**src/rtl/rr_arbiter8.sv**
```systemverilog
// Registered N-way arbiter: fixed (highest index) or round-robin selection,
// grant held while the winner keeps requesting, bounded by a hold timeout.
module rr_arbiter8 #(
    parameter int unsigned N        = 8,
    parameter int unsigned MAX_HOLD = 16
) (
    input  logic                 clk,
    input  logic                 reset,
    input  logic                 fixed_pri,
    input  logic [N-1:0]         req,
    output logic [N-1:0]         grant,
    output logic                 grant_valid,
    output logic [$clog2(N)-1:0] grant_id,
    output logic                 timeout
);

    localparam int unsigned IW = $clog2(N);
    localparam int unsigned HW = $clog2(MAX_HOLD + 1);

    localparam logic [0:0] IDLE  = 1'b0;
    localparam logic [0:0] GRANT = 1'b1;

    logic [0:0]    state, state_d;
    logic [IW-1:0] ptr, ptr_d;
    logic [HW-1:0] hold_cnt, hold_d;
    logic [N-1:0]  grant_d;
    logic          valid_d;
    logic [IW-1:0] id_d;
    logic          timeout_d;

    logic [IW-1:0] start;
    logic [IW-1:0] pidx;
    logic          win_found;
    logic [IW-1:0] win_id;

    // Descending wrap-around search from start; first set bit wins.
    always_comb begin
        win_found = 1'b0;
        win_id    = '0;
        pidx      = '0;
        start     = fixed_pri ? IW'(N - 1) : ptr;
        for (int unsigned k = 0; k < N; k++) begin
            pidx = IW'((32'(start) + N - k) % N);
            if (!win_found && req[pidx]) begin
                win_found = 1'b1;
                win_id    = pidx;
            end
        end
    end

    always_comb begin
        state_d   = state;
        ptr_d     = ptr;
        hold_d    = hold_cnt;
        grant_d   = grant;
        valid_d   = grant_valid;
        id_d      = grant_id;
        timeout_d = 1'b0;
        case (state)
            IDLE: begin
                grant_d = '0;
                valid_d = 1'b0;
                id_d    = '0;
                hold_d  = '0;
                if (win_found) begin
                    grant_d = {{(N-1){1'b0}}, 1'b1} << win_id;
                    valid_d = 1'b1;
                    id_d    = win_id;
                    hold_d  = HW'(1);
                    ptr_d   = (win_id == '0) ? IW'(N - 1) : win_id - IW'(1);
                    state_d = GRANT;
                end
            end
            GRANT: begin
                if (!req[grant_id] || hold_cnt == HW'(MAX_HOLD)) begin
                    // A release wins over a coincident timeout.
                    timeout_d = req[grant_id];
                    grant_d   = '0;
                    valid_d   = 1'b0;
                    id_d      = '0;
                    hold_d    = '0;
                    state_d   = IDLE;
                end else begin
                    hold_d = hold_cnt + HW'(1);
                end
            end
            default: state_d = IDLE;
        endcase
    end

    always_ff @(posedge clk or posedge reset) begin
        if (reset) begin
            state       <= IDLE;
            ptr         <= IW'(N - 1);
            hold_cnt    <= '0;
            grant       <= '0;
            grant_valid <= 1'b0;
            grant_id    <= '0;
            timeout     <= 1'b0;
        end else begin
            state       <= state_d;
            ptr         <= ptr_d;
            hold_cnt    <= hold_d;
            grant       <= grant_d;
            grant_valid <= valid_d;
            grant_id    <= id_d;
            timeout     <= timeout_d;
        end
    end

endmodule

```
**config.mk**
```make
export PLATFORM = sky130hd
export DESIGN_NAME = rr_arbiter8
export DESIGN_NICKNAME = d
export VERILOG_FILES = /design/src/rtl/rr_arbiter8.sv
export SDC_FILE = /design/constraint.sdc
export NUM_CORES = 1
export LEC_CHECK = 0
export ABC_AREA = 1
export BUFFER_PORTS_ARGS = -buffer_cell sky130_fd_sc_hd__buf_2
export CAP_MARGIN = 15
export CORE_MARGIN = 2
export CORE_UTILIZATION = 42
export CTS_CLUSTER_DIAMETER = 40
export DETAILED_ROUTE_END_ITERATION = 10
export GPL_TIMING_DRIVEN = 0
export HOLD_SLACK_MARGIN = 0.03
export PLACE_DENSITY_LB_ADDON = 0.25
export SYNTH_ARGS = -nofsm -noshare
export SYNTH_HDL_FRONTEND = slang
export SYNTH_SLANG_ARGS = --single-unit
```
**constraint.sdc**
```tcl
create_clock -name clk -period 3.65 [get_ports clk]
set_clock_uncertainty 0.1 [all_clocks]
set_input_delay 0.1825 -clock clk [delete_from_list [all_inputs] [get_ports clk]]
set_output_delay 0.1825 -clock clk [all_outputs]
set_load 0.005 [all_outputs]
```
# Yosys cells after proc, flatten, opt, wreduce, memory -nomap -nowiden
# Cells that the tools add are included.
dict set report classes {
  addsub 10
  n_lt_le_gt_ge 9
  eq_ne 2
  n_shift 1
  muxes 52
  bitwise 1
  n_reduce_logical 18
}
# cell count
set ops {}
lappend ops {{$lt A3 B4 Y1 const B} 9}
lappend ops {{$mux W3} 12}
lappend ops {{$bmux W1 S3} 9}
lappend ops {{$mux W1} 23}
lappend ops {{$mux W8} 2}
lappend ops {{$pmux W8 S2} 1}
lappend ops {{$sub A3 B3 Y3 const B} 4}
lappend ops {{$pmux W5 S2} 1}
lappend ops {{$logic_not A1 Y1} 8}
lappend ops {{$shl A1 B3 Y8 const A} 1}
lappend ops {{$logic_and A1 B1 Y1} 7}
lappend ops {{$pmux W3 S2} 1}
lappend ops {{$sub A3 B1 Y3 const B} 2}
lappend ops {{$sub A3 B2 Y3 const B} 2}
lappend ops {{$add A5 B1 Y5 const B} 1}
lappend ops {{$eq A5 B5 Y1 const B} 1}
lappend ops {{$mux W5} 1}
lappend ops {{$pmux W1 S2} 2}
lappend ops {{$add A3 B1 Y3 const B} 1}
lappend ops {{$logic_not A3 Y1} 1}
lappend ops {{$ne A2 B1 Y1 const B} 1}
lappend ops {{$reduce_and A2 Y1} 1}
lappend ops {{$logic_or A1 B1 Y1} 1}
lappend ops {{$not A1 Y1} 1}
dict set report totals {
  ff_bits 22
  in_bits 11
  out_inout_bits 13
  wordCells 100
}

# Longest topological paths before layout
dict set report logic_depth {
  ltp_word 29
  depth_mapped 23
  mapped_depth_nobuf 22
}

# Worst setup path before layout
# Ideal clock, no wire load.
dict set report synth_path {
  kind {register to register}
  from {register ptr[0]}
  to {register ptr[2]}
  setup_time_ps 76
  arrival_ps 2622
  path_slack_ps 852
  path_stages_with_launch 19
  path_buffers 1
  synth_period_minus_slack_ps 2798
  cell_sequence {dfstp_2 -> nor2_2 -> buf_6 -> ha_1 -> xnor2_2 -> nand3_2 -> nand2_2 -> nand4_4 -> nor2_4 -> nand2_2 -> nor2_4 -> nand3_1 -> nand2_1 -> inv_1 -> ha_1 -> nor2_1 -> nand3_1 -> nand3_1 -> nand2_1}
}
dict set report synth_between {
  elab_chain_cells 28
  word_cells_on_any_way 59
  classes_between {9 x add/sub; 34 x mux; 16 x reduce/logical}
}
# item line
set synth_lines {}
lappend synth_lines {{start: declaration} 24} ;# logic [IW-1:0] ptr, ptr_d;
lappend synth_lines {{start signal: assignment} 94} ;# ptr <= IW'(N - 1);
lappend synth_lines {{start signal: assignment} 102} ;# ptr <= ptr_d;
lappend synth_lines {{$mux W3 (*)} 41} ;# start = fixed_pri ? IW'(N - 1) : ptr;
lappend synth_lines {{$add A3 B1 Y3 (*)} 43} ;# pidx = IW'((32'(start) + N - k) % N);
lappend synth_lines {{parallel branches: the longest is 26 deep, another holds $sub A3 B1 Y3} -}
# Mark *: on every way between the ends. The select of a mux whose other input is x is not followed.
# A chain may end at the register's enable or synchronous reset.

# Final worst setup path
dict set report layout_path {
  from {register ptr[1]}
  to {register ptr[2]}
}
# The elaborated chain is that of the path after synthesis.

==> results by group <==
GRT
  • Vias in the first global route: 1759
  • Initial antenna violation count: 0
  • Largest net degree at the start of global routing: 23
  • GRT overflow: 0
  • Total track usage: 18.7%
  • First-pass GRT wire length: 7840 um

Power
  • Power after layout: 1.98 mW
  • Worst vdd ir: 0.434 mV
  • Power per cell area: 895 mW/mm^2
  • Sw Pwr: 1.05 mW
  • Sequential Power Share: 21.4%
  • Clk pwr share: 11.6%
  • Sw frac: 53.1%
  • Combinational power share: 66.9%
  • P_leak: 1.20 nW
  • Int Power: 0.929 mW

Timing
  • Slew HR: 45.6%
  • Tmin final: 3320 ps
  • RSZ-0062 raised after global routing: no
  • Setup-failing EPs final: 0
  • Hold Vio Cnt, Final: 0
  • Period utilization: 90.9%
  • Least-Margin Pin Slew: 815 ps
  • Worst setup margin: 331 ps
  • Slew Viols, Final: 0
  • Fmax: 301 MHz
  • Setup TNS: 0 ps

Place
  • Detailed placement HPWL: 3640 um
  • Gp weighted congestion: 0.936
  • PortBufs: 23
  • Place WS: 402 ps

Run status
  • Outcome: completed

Die
  • Die Area: 0.00522 sq mm
  • Initial Util: 44.3%
  • IO Pins: 24
  • Core Area: 0.00441 sq mm
  • Row cnt: 24
  • Die Span Y: 72.2 um
  • Die Wd: 72.2 um

CTS
  • Total setup buffers inserted after CTS: 0
  • Max clock buf depth: 2
  • Root Buffer: clkbuf_8
  • Num CTS Buffers: 3
  • Clk slew on worst S/H paths: 90 ps
  • H-tree levels: 1
  • Sink Count: 22
  • Clk Latency, worst-skew pair: 270 ps
  • CTS tree: yes

Route
  • Initial detailed-routing violation count: 75
  • WL final: 4630 um
  • Detailed-router iteration count before antenna repair: 4
  • Vias: 1885
  • WL per Instance: 12.6 um
  • # DRC: 0
  • Vias/cell: 5.11
  • Final ANT Viol Nets: 0

Yosys
  • Post-synthesis compound-gate area fraction: 7.23%
  • Area of the mapped netlist: 0.00195 sq mm
  • Synth unique cells: 28
  • Top cells by count, synth: 100 x nand2_1, 41 x nand3_1, 30 x inv_1
  • Area leader, netlist: dfrtp_1
  • Adder-Cell Fraction of Synth Area: 5.76%
  • Xor/xnor share of the synthesized area: 3.52%
  • FF+latch count, synth: 22
  • Post-synthesis sequential area ratio: 28.4%
  • Syn Nets: 309
  • Largest family of logic cells by synthesized area: simple AND/OR/NAND/NOR gates
  • Mux contribution to synthesized area: 0%
  • Most common cell in the netlist: nand2_1
  • Number of enable flip-flop cells after synthesis: 0
  • Most used flip-flop cell after synthesis: dfrtp_1
  • Top post-synthesis cells by area: dfrtp_1 24%, nand2_1 19%, nand3_1 10%, ha_1 5.8%, inv_1 5.8%
  • Cells after Synth: 289
  • Syn Area/Cell: 6.76 sq um
  • Ys async rst share: 100%
  • Post-Synth Simple-Gate Area: 46.9%
  • Top cell type's share of synthesized area: 24.3%
  • Ys Warns: 0

Worst setup path
  • Worst path cell trace: inv_1 > nand2_2 > ha_1 > inv_1 > nand3_1 > nand3_1 > nand2_1 > nor2_2 > nand4_1 > nand4_1 > nand2_1 > nand2_1 > inv_1 > ha_1 > nor2_1 > nand3_1 > nand3_1 > nand2_1
  • Crit path capture type: flop
  • CP Buf/Inv Count: 3
  • Slowest stage delay, CP: 600 ps
  • Crit Path Max Fanout: 9
  • Crit path kind: reg2reg
  • CP delay by family, top: simple AND/OR/NAND/NOR gates
  • Arr. time, crit path: 3430 ps
  • Slowest cell on the critical path: dfstp_2
  • CP startpoint kind: flop
  • CP Data Required Time: 3760 ps

Cells and area
  • Core Util, Final: 50.2%
  • Fillers: 455
  • Diode count: 0
  • Total Nets Final: 338
  • Area Growth Syn to Fin: 13.4%
  • Layout cell share with drive strength beyond 1: 21.5%

Flow run
  • Max-Cap Viols: 0

Hold path
  • Hold/Removal Path Class: in2reg
routing by layer:
layer / up-vias / routed length (um) / share of wire, % / GRT usage, %
met4: 0 / 9 / 0.19 / 3.14
met5: - / 0 / 0 / 0
met2: 39 / 2110 / 45 / 31.2
li1: 997 / - / - / -
met3: 2 / 226 / 4.9 / 2.64
met1: 847 / 2290 / 49 / 26.2
power groups by stage:
stage                     combinational [mW]  sequential, mW  clock [mW]
after floorplan                         1.01           0.420           0
after CTS                               1.33           0.426       0.233
after detailed placement                1.32           0.431           0
after global routing                    1.51           0.439       0.241
after global placement                  1.31           0.428           0
final                                   1.33           0.425       0.230
through the flow:
step / area, sq um / hold slack (ps) / std cells
3_5_place_dp: 2130 / 280 / 364
3_3_place_gp: 2130 / 274 / 364
6_report: 2220 / 305 / 369
2_1_floorplan: 1950 / 69.5 / 289
4_1_cts: 2220 / 310 / 369
5_1_grt: 2220 / 355 / 369
state kept, by name, indices dropped and copies added, names as in the netlist:
name         count
grant_id         3
state            1
timeout          1
grant            8
hold_cnt         5
grant_valid      1
ptr              3
cell families (layout without fill, tap and decap cells):
group | Yosys count | after routing
AOI/OAI and AO/OA | 26 | 26
xor gates and xnor gates | 7 | 7
adders and majority gates | 9 | 9
buffers and inverters | 39 | 67
DFF | 22 | 22
and+or+nand+nor | 186 | 186
timing repair:
item,in CTS,in global routing
hold endpoints to repair,19,0
gates resized for setup,0,0
hold buffers,1,0
layout make-up:
class	instances	area, sq um	share of cell area, %
well taps	52	65.1	2.94
clock inverters	1	30.0	1.36
flip-flops and latches	22	554	25.0
multi-input cells	228	1240	55.9
clock buffers	3	41.3	1.86
repair buffers	24	125	5.65
inverters	35	131	5.93
plain buffers	4	30.0	1.36
worst paths after layout:
path / end / slack, ps / cells after the start / start
max in group asynchronous: hold_cnt[4] / 2430 / 3 / reset
hold / removal: timeout / 300 / 5 / req[0]
hold reg to reg: grant_valid / 380 / 2 / grant_valid
setup reg to reg: ptr[2] / 330 / 18 / ptr[1]
min in group asynchronous: grant[6] / 510 / 3 / reset
setup / recovery: ptr[2] / 330 / 18 / ptr[1]
layout by cell type (no fill, tap or decap), types with 3 or more instances in the layout:
cell type and count:
dfrtp_1 19, nand4_1 8, nand3_1 41, nor2_4 4, clkbuf_8 3, o21ai_0 4, nand2_2 13, inv_1 30
dfstp_2 3, inv_2 5, xor2_1 4, o21ai_1 9, ha_1 9, nand2_1 100, a21oi_1 9, buf_2 23
nor2_1 7, nand3_2 7
worst reg2reg max path, delay by kind of cell, from the launching register on:
kind          cells  cell delay, ps
simple gates     13            1600
buf+inv           3             330
fa+ha+maj         2             620
flops             1             600
(Power assumes the default switching activity.)
